### src/rtl/if_id_ctrl.sv
// Fetch stage and IF/ID pipeline register, with load-use stall, a one-entry skid buffer and branch redirect.
// Optional stall/flush performance counters are enabled by defining IF_PERF_CNT_EN.
module if_id_ctrl #(
  parameter logic [31:0] RESET_PC  = 32'h0000_0000,
  parameter logic [31:0] NOP_INSTR = 32'h0000_0013
) (
  input  logic        clk,
  input  logic        rst_n,
  output logic        imem_req,
  output logic [31:0] imem_addr,
  input  logic [31:0] imem_rdata,
  input  logic        imem_valid,
  input  logic        branch_taken,
  input  logic [31:0] branch_target,
  input  logic        ex_memRead,
  input  logic [4:0]  ex_write_reg,
  output logic [31:0] pc_out,
  output logic [31:0] instr_out,
  output logic        id_valid,
  output logic        stall,
  output logic        id_ex_flush
`ifdef IF_PERF_CNT_EN
  ,
  output logic [31:0] stall_cnt,
  output logic [31:0] flush_cnt
`endif
);

  typedef enum logic [1:0] {FETCH, HOLD, DISCARD} state_e;

  state_e      state_q, state_d;
  logic [31:0] pc_q, pc_d;
  logic [31:0] pc_out_q, pc_out_d;
  logic [31:0] instr_q, instr_d;
  logic        id_valid_q, id_valid_d;
  logic [31:0] skid_instr_q, skid_instr_d;
  logic [31:0] skid_pc_q, skid_pc_d;
  logic [31:0] tgt_q, tgt_d;

  logic        hazard;
  logic [31:0] pc_plus4;
  logic [31:0] br_tgt;

  assign hazard = ex_memRead & id_valid_q & (ex_write_reg != 5'd0) &
                  ((ex_write_reg == instr_q[19:15]) | (ex_write_reg == instr_q[24:20]));
  assign stall       = hazard & ~branch_taken;
  assign id_ex_flush = hazard | branch_taken;
  assign pc_plus4    = pc_q + 32'd4;
  assign br_tgt      = {branch_target[31:2], 2'b00};

  // Gated with rst_n so no request escapes while reset is held.
  assign imem_req  = rst_n & (state_q != HOLD);
  // In DISCARD pc_q still holds the old address; the redirect target waits in tgt_q.
  assign imem_addr = pc_q;
  assign pc_out    = pc_out_q;
  assign instr_out = instr_q;
  assign id_valid  = id_valid_q;

  always_comb begin
    // NOTE: every signal gets a default before the case so no path leaves it unassigned (no latches).
    state_d      = state_q;
    pc_d         = pc_q;
    pc_out_d     = pc_out_q;
    instr_d      = instr_q;
    id_valid_d   = id_valid_q;
    skid_instr_d = skid_instr_q;
    skid_pc_d    = skid_pc_q;
    tgt_d        = tgt_q;

    if (branch_taken) begin
      instr_d    = NOP_INSTR;
      id_valid_d = 1'b0;
      tgt_d      = br_tgt;
      if (state_q == HOLD || imem_valid) begin
        pc_d    = br_tgt;
        state_d = FETCH;
      end else begin
        state_d = DISCARD;
      end
    end else begin
      case (state_q)
        FETCH: begin
          if (stall) begin
            if (imem_valid) begin
              skid_instr_d = imem_rdata;
              skid_pc_d    = pc_q;
              state_d      = HOLD;
            end
          end else if (imem_valid) begin
            instr_d    = imem_rdata;
            pc_out_d   = pc_q;
            id_valid_d = 1'b1;
            pc_d       = pc_plus4;
          end else begin
            instr_d    = NOP_INSTR;
            id_valid_d = 1'b0;
          end
        end
        HOLD: begin
          if (!stall) begin
            instr_d    = skid_instr_q;
            pc_out_d   = skid_pc_q;
            id_valid_d = 1'b1;
            pc_d       = pc_plus4;
            state_d    = FETCH;
          end
        end
        DISCARD: begin
          if (imem_valid) begin
            pc_d    = tgt_q;
            state_d = FETCH;
          end
        end
        default: state_d = FETCH;
      endcase
    end
  end

  // NOTE: sequential state uses non-blocking assignments so all registers update from pre-edge values.
  always_ff @(posedge clk or negedge rst_n) begin
    if (!rst_n) begin
      // NOTE: the skid and target registers are reset too, so a reset in HOLD/DISCARD leaves nothing to replay.
      state_q      <= FETCH;
      pc_q         <= RESET_PC;
      pc_out_q     <= RESET_PC;
      instr_q      <= NOP_INSTR;
      id_valid_q   <= 1'b0;
      skid_instr_q <= NOP_INSTR;
      skid_pc_q    <= RESET_PC;
      tgt_q        <= RESET_PC;
    end else begin
      state_q      <= state_d;
      pc_q         <= pc_d;
      pc_out_q     <= pc_out_d;
      instr_q      <= instr_d;
      id_valid_q   <= id_valid_d;
      skid_instr_q <= skid_instr_d;
      skid_pc_q    <= skid_pc_d;
      tgt_q        <= tgt_d;
    end
  end

`ifdef IF_PERF_CNT_EN
  logic [31:0] stall_cnt_q, flush_cnt_q;

  always_ff @(posedge clk or negedge rst_n) begin
    if (!rst_n) begin
      stall_cnt_q <= 32'd0;
      flush_cnt_q <= 32'd0;
    end else begin
      if (stall && stall_cnt_q != 32'hFFFF_FFFF)
        stall_cnt_q <= stall_cnt_q + 32'd1;
      if (branch_taken && flush_cnt_q != 32'hFFFF_FFFF)
        flush_cnt_q <= flush_cnt_q + 32'd1;
    end
  end

  assign stall_cnt = stall_cnt_q;
  assign flush_cnt = flush_cnt_q;
`endif

endmodule

### config.mk
export PLATFORM = sky130hd
export DESIGN_NAME = if_id_ctrl
export DESIGN_NICKNAME = d
export VERILOG_FILES = /design/src/rtl/if_id_ctrl.sv
export SDC_FILE = /design/constraint.sdc
export NUM_CORES = 1
export LEC_CHECK = 0
export CAP_MARGIN = 20
export CORE_MARGIN = 2
export CORE_UTILIZATION = 51
export CTS_BUF_LIST = sky130_fd_sc_hd__clkbuf_16
export CTS_CLUSTER_SIZE = 28
export DETAILED_ROUTE_END_ITERATION = 12
export PLACE_DENSITY_LB_ADDON = 0.1
export SYNTH_ARGS = -nofsm -noshare
export SYNTH_HDL_FRONTEND = slang
export SYNTH_SLANG_ARGS = --single-unit
### constraint.sdc
create_clock -name clk -period 4.75 [get_ports clk]
set_input_delay 0.95 -clock clk [delete_from_list [all_inputs] [get_ports clk]]
set_output_delay 0.95 -clock clk [all_outputs]
set_load 0.05 [all_outputs]
# After elaboration in Yosys (flattened, before gate mapping)
# Index checks and enable logic that the tools add are counted.
dict set report word_totals {
  regBits 193
  in_bits 74
}
dict set report classes {
  add_sub_neg 1
  n_eq_ne 14
  muxes 28
  bitwise 8
  n_reduce_logical 11
}
# cell count
set op_table {}
lappend op_table {{$mux 32} 13}
lappend op_table {{$pmux 32 s2} 2}
lappend op_table {{$pmux 32 s3} 1}
lappend op_table {{$add 32x3->32 const B} 1}
lappend op_table {{$ne 3x3->1 const B} 5}
lappend op_table {{$mux 2} 6}
lappend op_table {{$eq 5x5->1} 2}
lappend op_table {{$reduce_and 4->1} 2}
lappend op_table {{$ne 2x2->1 const B} 3}
lappend op_table {{$pmux 2 s3} 1}
lappend op_table {{$reduce_and 6->1} 1}
lappend op_table {{$and 1x1->1} 5}
lappend op_table {{$reduce_and 5->1} 1}
lappend op_table {{$reduce_bool 5->1} 1}
lappend op_table {{$mux 1} 4}
lappend op_table {{$ne 2x1->1 const B} 2}
lappend op_table {{$reduce_bool 4->1} 1}
lappend op_table {{$reduce_and 3->1} 1}
lappend op_table {{$reduce_bool 3->1} 1}
lappend op_table {{$eq 2x1->1 const B} 1}
lappend op_table {{$eq 2x2->1 const B} 1}
lappend op_table {{$logic_not 2->1} 1}
lappend op_table {{$or 1x1->1} 2}
lappend op_table {{$pmux 1 s2} 1}
lappend op_table {{other kinds (3)} 3}

# Longest topological paths before layout
# Gate-level depths: netlist of run 1.
dict set report depth {
  depth_word 7
  ltp_mapped 8
}

# Worst setup path before layout of run 1
# Ideal clock, no wire load.
dict set report synth_path {
  path_kind {input to output}
  start {in ex_write_reg[2]}
  end {out stall}
  arrival_time_ps 2629
  required_ps 3800
  setup_slack_ps 1171
  stages 4
  path_buffers 0
  cell_sequence {xor2_1 nor3_1 a22oi_1 nor3_1}
}
dict set report synth_via {
  elab_chain_cells 4
  word_cells_on_any_way 7
  cone_classes {eq/ne (2); bitwise (4); reduce/logical (1)}
}
# element line_no
set synth_rtl {}
lappend synth_rtl {{start, declared} 16} ;# input logic [4:0] ex_write_reg,
lappend synth_rtl {{$eq 5x5->1 / $reduce_bool 5->1 (equally long branches)} {45, 44}}
lappend synth_rtl {{$or 1x1->1 / $and 1x1->1 (equally long branches)} {45, 44}}
lappend synth_rtl {{$and 1x1->1 *} 44} ;# assign hazard = ex_memRead & id_valid_q & (ex_write_reg != 5'd0) &
lappend synth_rtl {{$and 1x1->1 *} 46} ;# assign stall = hazard & ~branch_taken;
lappend synth_rtl {{end, declared} 20} ;# output logic stall,
# Every way passes the cells marked *; elsewhere a longest branch is shown, timed or not.

# Final worst setup path of run 1
# Same ends and word-level chain as after synthesis.

==> out/metrics.yaml, run 1 <==
place.gp.congestion: 0.826
syn_area_um2: 8960
tightest_slew_ps: 981
cts_buffer_depth: 2
vias: 6964
hold_violations: 0
yosysWarnings: 0
power_switching_share_pct: 32.8
first_pass_iters: 5
path_max_fanout: 3
io_pins: 174
synth-compound-area-share_pct: 17.1
postCtsHoldBufs: 0
viasPerCell: 5.91
synth_seq_cells: 187
postRouteAntennaNets: 0
portBuffers: 167
pwr-share-clk_pct: 33.8
diodes: 0
async_flop_share_pct: 100
clock-root-buffer: "clkbuf_16"
grt_max_degree: 75
synth_enable_flop_cells: 0
insertion_delay_ps: 440
fin_skew_ps: 8.80
drive_gt1_share_pct: 15.6
p_leak_nw: 5.02
synth-main-ff-cell: "dfrtp_1"
final_cell_mix: "dfrtp_1, clkdlybuf4s50_1, o21ai_0"
synth-xor-area-share_pct: 1.47
power_frac_seq_pct: 42.6
cap_violations: 0
timing.fmax_mhz: 244
cts.clk_slew.worst_paths_ps: 70
die_height_um: 137
grt_pass1_wl_mm: 36.9
rsz0062_at_grt: "false"
hp-class: "flip-flop to flip-flop"
maxSlewHeadroom_pct: 34.0
rows: 48
synth_top_family_by_area: "compound AO/OA/AOI/OAI gates"
arrival_ps: 3140
avgSynthCellArea_um2: 11.2
finalSetupViolCount: 0
p_comb_share_pct: 23.6
overflow: 0
track_usage_pct: 25.3
grt_antenna_before_repair: 0
min_period_ps: 4090
fin_crit_sh_pct: 86.1
grt_pass1_vias: 6934
die-width_um: 137
slew_violations: 0
syn_inst: 798
core_um2: 17200
cts_resized: 0
fill_cells: 1300
wl_per_cell_um: 19.1
nNetsFinal: 1015
pre_cts_ws_ps: 653
clock-sinks: 187
synthSimpleGateAreaFrac_pct: 8.41
seq_area_frac_synth_pct: 52.3
p_int_w: 0.00302
area_growth_pct: 27.6
cts-htree-levels: 4
synth.distinct_cells: 59
muxShareOfSynthArea_pct: 16.6
final_common_cell: "dfrtp_1"
hpwl_mm: 14.9
worstPathRequired_ps: 3800
crit_type: "input pin to primary output"
place_inst: 1145
vdd_drop_max_uv: 307
synth_fa_ha_area_share_pct: 0.140
drtIter0Drc: 458
initial_core_util_pct: 52.0
instances_no_fill: 1178
status: "complete, no violations"
drc: 0
cp-end-kind: "primary output"
cts_tree: "yes"
total_power_w: 0.00450
startpoint_type: "input pin"
postCtsSetupBuffers: 0
fin_ws_ps: 658
fin_tns_setup_ps: 0
p_per_area_nw_per_um2: 394
die-area_um2: 18600
p_sw_w: 0.00148
routed_wl_mm: 22.4
cts_made_buffers: 17
[final cells by class]
type	instances	area (um^2)	share of cell area, %
Clock inverter	15	198	1.73
Timing Repair Buffer	185	1830	16.0
Inverter	10	37.5	0.328
Sequential cell	187	4690	41.0
Multi-Input combinational cell	539	3970	34.8
Clock buffer	17	425	3.72
Tap cell	225	282	2.46
[cells in the mapped netlist (2+ instances only)]
library cell  number  share of area, %
a211oi_1           3              0.25
a21oi_1           25               1.4
a221o_1            3              0.34
a221oi_1           4              0.39
a22o_1             2              0.20
a22oi_1            3              0.25
a31oi_1           10              0.70
and2_1             3              0.21
and3_1             5              0.35
and4_1             4              0.39
buf_1              8              0.34
buf_4              4              0.34
buf_6              7              0.88
clkbuf_1          44               1.8
dfrtp_1          181                51
dfstp_2            6               1.8
inv_1             10              0.42
mux2_1             3              0.38
mux2_2            24               3.0
mux2_4            59               9.9
mux2i_1           30               3.4
nand2_1           67               2.8
nand2b_1           3              0.21
nand3_1           17              0.95
nand4_1            7              0.49
nor2_1            37               1.6
nor3_1             7              0.39
nor3b_1            3              0.25
nor4_1             4              0.28
nor4_2             2              0.28
o211ai_1           3              0.25
o21a_1             2              0.17
o21ai_0           97               5.4
o21ai_1            2              0.11
o21bai_1           2              0.17
o221ai_1           2              0.20
o22a_1             3              0.29
o22ai_1           31               2.2
o2bb2ai_1         30               2.9
o311ai_0           4              0.39
o31ai_1            6              0.50
xnor2_1            3              0.29
xor2_1            12               1.2
[state kept, by name, summed over array words and instances (netlist names)]
signal / count
instr_out: 32
skid_instr_q: 32
imem_addr: 30
pc_out: 30
skid_pc_q: 30
tgt_q: 30
state_q: 2
id_valid: 1
[worst paths after layout]
path | startpoint | to | slack [ps] | cells past startpoint
worst max-delay path | ex_write_reg[2] | stall | 660 | 6
worst min-delay path | pc_out[28]$_DFFE_PN0P_ | pc_out[28]$_DFFE_PN0P_ | 480 | 2
worst max register to register | instr_out[22]$_DFFE_PN0P_ | skid_pc_q[27]$_DFFE_PN0P_ | 1830 | 8
worst min register to register | pc_out[28]$_DFFE_PN0P_ | pc_out[28]$_DFFE_PN0P_ | 480 | 2
max in group asynchronous | rst_n | pc_out[17]$_DFFE_PN0P_ | 2580 | 3
min in group asynchronous | rst_n | skid_instr_q[13]$_DFFE_PN0P_ | 690 | 2
[stage by stage]
step                      hold slack (ps)  utilization [%]  instance area [um^2]
after floorplan                       459                -                  8970
after global placement                461             62.5                 10800
after detailed placement              469             62.5                 10800
after CTS                             484             66.1                 11400
after global routing                  506             66.3                 11400
final                                 480             66.3                 11400
[metal layers]
| metal | vias up | routed length [um] | GRT usage, % |
|---|---|---|---|
| li1 | 3207 | - | - |
| met1 | 3472 | 10200 | 35.7 |
| met2 | 234 | 10400 | 38.6 |
| met3 | 51 | 1300 | 4.93 |
| met4 | 0 | 561 | 10.5 |
| met5 | - | 0 | 0 |
[critical path: stages]
cell             delay, ps
clkdlybuf4s50_1        480
xor2_1                 190
nor3_1                 210
a22oi_1                140
nor3_1                 310
clkdlybuf4s50_1        860
[power groups by stage]
stage / registers, W / clock network [W] / logic [W]
2_1_floorplan: 0.00227 / 0 / 0.000309
4_1_cts: 0.00192 / 0.00154 / 0.00107
3_5_place_dp: 0.00194 / 0 / 0.00106
3_3_place_gp: 0.00193 / 0 / 0.00105
6_report: 0.00192 / 0.00152 / 0.00106
5_1_grt: 0.00194 / 0.00160 / 0.00113
[logic make-up after synthesis]
group                      after synthesis
xor gates and xnor gates                15
buffers and inverters                   75
adders and majority gates                1
muxes                                  116
DFF                                    187
other                                    1
AOI/OAI and AO/OA                      241
and+or+nand+nor                        162
Note: power is estimated with default switching activity, not from simulation.
==> run 2, diff against run 1 <==
- CAP_MARGIN: 20 -> 5
==> run 2 against run 1 <==
Compared with the run above:
- non-clock buffer count fell by 1
- global-route usage is the same
- hold slack got worse by 0.52 ps
- fmax barely moved
- clock skew is essentially flat
==> out/metrics.yaml, run 2 (synthesis gave the netlist of run 1 again) <==
cts-htree-levels: 4
final_cell_mix: "dfrtp_1, clkdlybuf4s50_1, o21ai_0"
cts.clk_slew.worst_paths_ps: 60
p_int_w: 0.00302
regToRegSetupSlack_ps: 1540
cp_slowest_cell: "clkdlybuf4s50_1"
diodes: 0
core_um2: 17200
rr_startpoint: "state_q[0]$_DFFE_PN0P_"
cts_buffer_depth: 2
total_power_w: 0.00450
status: "complete, no violations"
grt_antenna_before_repair: 0
fill_cells: 1304
grt_max_degree: 75
hpwl_mm: 14.9
crit_type: "input pin to primary output"
reg2reg_to: "imem_addr[23]$_DFFE_PN0P_"
max_stage_delay_ps: 860
die_height_um: 137
holdPathStages: 2
p_comb_share_pct: 23.6
nNetsFinal: 1014
tightest_slew_ps: 1090
cts_made_buffers: 17
p_leak_nw: 5.01
grt_pass1_wl_mm: 36.9
postRouteAntennaNets: 0
min_from: "pc_out[28]$_DFFE_PN0P_"
grt_pass1_vias: 6934
overflow: 0
arrival_ps: 3140
fin_tns_setup_ps: 0
p_per_area_nw_per_um2: 395
postCtsHoldBufs: 0
cap_violations: 0
cts_resized: 0
rows: 48
cp-end-kind: "primary output"
cts_tree: "yes"
track_usage_pct: 25.3
place.gp.congestion: 0.826
wl_per_cell_um: 19.1
fin_skew_ps: 8.62
area_growth_pct: 27.2
path_cells: "clkdlybuf4s50_1 -> xor2_1 -> nor3_1 -> a22oi_1 -> nor3_1 -> clkdlybuf4s50_1"
holdPathEnd: "pc_out[28]$_DFFE_PN0P_"
portBuffers: 167
first_pass_iters: 5
drtIter0Drc: 499
postCtsSetupBuffers: 0
crit_family: "buffers and inverters"
initial_core_util_pct: 52.0
clock-root-buffer: "clkbuf_16"
die-area_um2: 18600
path_max_fanout: 3
io_pins: 174
power_frac_seq_pct: 42.6
viasPerCell: 5.91
rsz0062_at_grt: "false"
final_common_cell: "dfrtp_1"
drive_gt1_share_pct: 15.5
hold_violations: 0
maxSlewHeadroom_pct: 27.1
hp-class: "flip-flop to flip-flop"
vdd_drop_max_uv: 309
drc: 0
die-width_um: 137
startpoint_type: "input pin"
routed_wl_mm: 22.5
ff2ff_path_depth: 6
finalSetupViolCount: 0
insertion_delay_ps: 440
vias: 6958
worstPathRequired_ps: 3800
clock-sinks: 187
timing.fmax_mhz: 244
fin_crit_sh_pct: 86.2
p_sw_w: 0.00148
pwr-share-clk_pct: 33.8
min_period_ps: 4090
power_switching_share_pct: 32.8
path_buf_inv: 2
slew_violations: 0
run 2: changes by cell type in the layout (fill, tap and decap cells not counted):
cell,delta
buf_16,-1
run 2: worst reg2reg max path: stages, from the launching register on:
cell	delay, ps
dfrtp_1	450
inv_1	820
nand2_1	720
nor2_1	670
a22oi_1	150
o31a_1	150
o22ai_1	160
run 2: stage by stage:
stage	setup WS (ps)	hold slack [ps]	util [%]	instance area, um^2	instances
5_1_grt	522	506	66.1	11400	1177
2_1_floorplan	1170	459	-	8970	801
3_3_place_gp	674	461	62.5	10800	1145
3_5_place_dp	653	469	62.5	10800	1145
6_report	657	479	66.1	11400	1177
4_1_cts	657	484	66.1	11400	1177
run 2: cell type report:
type	instances	area, um^2	area share, %
flip-flops and latches	187	4690	41.1
multi-input cells	539	3970	34.8
repair buffers	184	1800	15.8
clock buffers	17	425	3.73
well taps	225	282	2.47
clock inverters	15	198	1.73
inverters	10	37.5	0.329
run 2: worst max path at each step:
stage | startpoint | endpoint | slack (ps) | cells past startpoint
5_1_grt | ex_write_reg[2] | stall | 520 | 6
3_3_place_gp | ex_write_reg[1] | id_ex_flush | 670 | 5
4_1_cts | ex_write_reg[2] | id_ex_flush | 660 | 5
3_5_place_dp | ex_write_reg[2] | id_ex_flush | 650 | 5
2_1_floorplan | ex_write_reg[2] | stall | 1170 | 4
6_report | ex_write_reg[2] | stall | 660 | 6
run 2: power by group through the flow:
stage / clock (W) / sequential [W] / combinational [W]
2_1_floorplan: 0 / 0.00227 / 0.000309
3_3_place_gp: 0 / 0.00193 / 0.00105
3_5_place_dp: 0 / 0.00194 / 0.00106
4_1_cts: 0.00154 / 0.00192 / 0.00107
5_1_grt: 0.00160 / 0.00194 / 0.00113
6_report: 0.00152 / 0.00192 / 0.00106
run 2: layer usage:
layer | share of wire, % | vias to the layer above | track usage (%)
met2 | 46 | 215 | 38.6
met5 | 0 | - | 0
met4 | 2.3 | 0 | 10.5
met1 | 45 | 3497 | 35.7
met3 | 5.8 | 46 | 4.93
li1 | - | 3200 | -
==> run 3, diff against run 2 <==
- CORE_ASPECT_RATIO: not set -> 1.75
- SLEW_MARGIN: not set -> 20
==> run 3 against run 2 <==
Compared with the run above:
- sequential cell count unchanged
- utilization decreased by 0.64 points
- routed wire length increased by 6.8%
- fmax decreased by 0.80%
- critical path type unchanged
- critical endpoint is now id_ex_flush
==> out/metrics.yaml, run 3 (synthesis gave the netlist of run 1 again) <==
nNetsFinal: 1013
finalSetupViolCount: 0
drtIter0Drc: 371
grt_pass1_vias: 7136
path_cells: "clkdlybuf4s50_1 -> or4_1 -> o211ai_2 -> o21ai_0 -> clkdlybuf4s50_1"
portBuffers: 167
clock-root-buffer: "clkbuf_16"
postLayoutCoreUtil_pct: 65.5
track_usage_pct: 26.0
place.gp.congestion: 0.884
cts_resized: 0
startpoint_type: "input pin"
crit_family: "buffers and inverters"
cts_tree: "yes"
hold_violations: 0
p_per_area_nw_per_um2: 393
clock-sinks: 187
rsz0062_at_grt: "false"
cap_violations: 0
die-width_um: 104
drive_gt1_share_pct: 15.5
fin_skew_ps: 6.53
fin_crit_sh_pct: 86.9
first_pass_iters: 5
path_max_fanout: 5
core_um2: 17400
routed_wl_mm: 24.0
cts_made_buffers: 17
wl_per_cell_um: 20.3
max_stage_delay_ps: 730
drc: 0
io_pins: 174
postRouteAntennaNets: 0
status: "complete, no violations"
crit_type: "input pin to primary output"
die-area_um2: 18700
timing.fmax_mhz: 242
fin_tns_setup_ps: 0
p_leak_nw: 4.99
maxSlewHeadroom_pct: 30.0
min_period_ps: 4130
grt_pass1_wl_mm: 38.2
rows: 64
hpwl_mm: 16.4
insertion_delay_ps: 440
cp_common_cell: "clkdlybuf4s50_1"
cts-htree-levels: 4
startpoint: "ex_write_reg[1]"
tightest_slew_ps: 1040
cts.clk_slew.worst_paths_ps: 70
hp-class: "input pin to asynchronous set/reset pin"
final_common_cell: "dfrtp_1"
worstPathRequired_ps: 3800
arrival_ps: 3180
final_cell_mix: "dfrtp_1, clkdlybuf4s50_1, o21ai_0"
initial_core_util_pct: 51.6
cts_buffer_depth: 2
vdd_drop_max_uv: 228
path_buf_inv: 2
slew_violations: 0
viasPerCell: 5.93
cp_slowest_cell: "clkdlybuf4s50_1"
grt_max_degree: 79
area_growth_pct: 27.0
vias: 7012
postCtsSetupBuffers: 0
overflow: 0
rr_startpoint: "imem_addr[2]$_DFFE_PN0P_"
postCtsHoldBufs: 0
die_height_um: 179
regToRegSetupSlack_ps: 1650
cp-end-kind: "primary output"
grt_antenna_before_repair: 1
[run 3: worst register-to-register path, stage by stage, from the launching register on]
cell and delay, ps:
dfrtp_1 600, ha_1 320, nand2_1 150, nor4_2 900, nand2_1 340, nor4_1 430, a221oi_1 90, o21ai_0 190
[run 3: final cells by class]
| type | instances | area [um^2] |
|---|---|---|
| Fill cell | 1411 | 6000 |
| Sequential cell | 187 | 4690 |
| Antenna cell | 1 | 2.50 |
| Multi-Input combinational cell | 539 | 3970 |
| Clock inverter | 15 | 171 |
| Timing Repair Buffer | 183 | 1800 |
| Tap cell | 231 | 289 |
| Clock buffer | 17 | 425 |
| Inverter | 10 | 37.5 |
[run 3: metal layers]
metal | track usage (%) | wire length (um) | vias to the layer above
met5 | 0 | 0 | -
met4 | 13.6 | 946 | 0
met3 | 4.59 | 1040 | 55
met2 | 43.8 | 12300 | 242
met1 | 32.2 | 9700 | 3509
li1 | - | - | 3206
[run 3: metrics by stage]
step                area [um^2]  hold WS (ps)  instances  power [W]  worst slack, ps
floorplan                  8970           459        801    0.00257             1170
finish                    11400           454       1183    0.00447              624
detailed placement        10800           470       1150    0.00303              640
global placement          10800           465       1150    0.00300              692
global route              11400           479       1183    0.00463              554
CTS                       11400           461       1182    0.00449              639
[run 3: power by group]
part	switching (W)	internal (W)	leakage, nW
logic	0.000682	0.000393	2.30
clock network	0.000637	0.000827	0.279
registers	0.000178	0.00175	2.41
[run 3: path summary, 6_finish.rpt]
kind / depth (start not counted) / to
hold / removal: 1 / skid_instr_q[25]$_DFFE_PN0P_
min in group clk: 2 / pc_out[14]$_DFFE_PN0P_
setup reg to reg: 7 / imem_addr[28]$_DFFE_PN0P_
max in group asynchronous: 3 / instr_out[3]$_DFFE_PN0P_
hold reg to reg: 2 / pc_out[14]$_DFFE_PN0P_
setup / recovery: 5 / id_ex_flush
==> RTL edit, RTL diff (flow settings as in run 1) <==
The option `IF_PERF_CNT_EN` is turned on by a define.
--- a/src/rtl/if_id_ctrl.sv
+++ b/src/rtl/if_id_ctrl.sv
@@ -1,4 +1,6 @@
 // Fetch stage and IF/ID pipeline register, with load-use stall, a one-entry skid buffer and branch redirect.
 // Optional stall/flush performance counters are enabled by defining IF_PERF_CNT_EN.
+`define IF_PERF_CNT_EN
+
 module if_id_ctrl #(
   parameter logic [31:0] RESET_PC  = 32'h0000_0000,
Function (old outputs only; new: flush_cnt and stall_cnt): kept (equiv_simple and equiv_induct, registers matched by name and starting in step).
==> RTL edit against run 1 <==
Worst setup slack gained 0.35 ns. Largest cell class unchanged. Synthesized area is 34% higher. Power grew 37%. Cell count up 38%. Critical path type unchanged. Final area increased by 36%. Sequential cell count increased by 64. Non-clock buffer count increased by 61. Routed wire length increased by 35%.
==> RTL edit: results (changes against run 1) <==
* Grt met3 use at 0.0545 (was 0.0493)
* H-tree Lvls at 1 (was 4)
* Complex-gate fraction of the synthesized area at 0.134 (was 0.171)
* Top sig layer: met5 (was met4)
* Post-Synth Adder-Cell Area at 0.00396 (was 0.00140)
* Vias in the first global route at 8989 (was 6934)
* Post-synth cell types at 66 (was 59)
* Cells after Synth at 1071 (was 798)
* Seq/Total Area, Yosys at 0.523 (about the same)
* Final Skew at 0.00679 ns (was 0.00880 ns)
* Met2 wire length at 13.7 mm (was 10.4 mm)
* Status: finished, final reports clean (unchanged)
* Slew @ Worst Pin at 0.983 ns (was 0.981 ns)
* M2 GR Usage at 0.371 (was 0.386)
* Max clock buf depth at 3 (was 2)
* FF-to-FF setup slack at 1.81 ns (was 1.83 ns)
* Vias post-DR at 9169 (was 6964)
* Largest fanout on the critical path at 7 (was 3)
* Cells on worst reg2reg path at 7 (was 8)
* Mux share of post-synthesis cell area at 0.124 (was 0.166)
* Port-buffer cells at 231 (was 167)
* Post-synthesis xor/xnor area fraction at 0.0569 (was 0.0147)
* Critical Path AT at 2.79 ns (was 3.14 ns)
* Class of the worst hold path: input pin to async pin (was flip-flop to flip-flop)
* P_int at 4260 uW (was 3020 uW)
* Place WS at 0.678 ns (was 0.653 ns)
* Final cell count without fillers at 1624 (was 1178)
## RTL edit: cells by family (layout without fill, tap and decap cells)
logic type | Yosys count | count (layout)
adders and majority gates | 4 | 4
xor gates and xnor gates | 78 | 78
buffers and inverters | 85 | 315
and+or+nand+nor | 290 | 290
other | 1 | 5
muxes | 116 | 116
DFF | 251 | 251
AOI/OAI and AO/OA | 246 | 246
## RTL edit: worst max-delay path: stages
cell and delay, ns:
clkdlybuf4s50_1 0.48, or4_4 0.58, o211ai_4 0.33, or2b_4 0.20, nor2_4 0.05, buf_4 0.20
## RTL edit: worst paths after layout
| check | from | to |
|---|---|---|
| max | ex_write_reg[1] | stall |
| min | rst_n | skid_instr_q[27] |
| max reg2reg | instr_out[20] | skid_pc_q[25] |
| min reg2reg | tgt_q[10] | tgt_q[10] |
| max in group asynchronous | rst_n | tgt_q[27] |
| min in group clk | tgt_q[10] | tgt_q[10] |
## RTL edit: power groups by stage
stage | clock [uW] | sequential [uW] | combinational, uW
final | 2340 | 2540 | 1290
after global routing | 2480 | 2560 | 1380
after CTS | 2380 | 2530 | 1300
after detailed placement | 0 | 2570 | 1290
after global placement | 0 | 2560 | 1270
after floorplan | 0 | 2980 | 355
## RTL edit: stage by stage
step	hold WS, ns	util	area [um2]
floorplan	0.439	-	12000
global placement	0.452	0.624	14500
detailed placement	0.461	0.624	14500
CTS	0.266	0.666	15500
global route	0.274	0.666	15500
finish	0.270	0.666	15500
## RTL edit: final cells by class
cell class	instances	share of cell area
Antenna cell	1	0.000161
Clock buffer	27	0.0436
Clock inverter	22	0.0203
Inverter	20	0.00484
Multi-Input combinational cell	738	0.342
Sequential cell	251	0.406
Tap cell	319	0.0257
Timing Repair Buffer	246	0.158
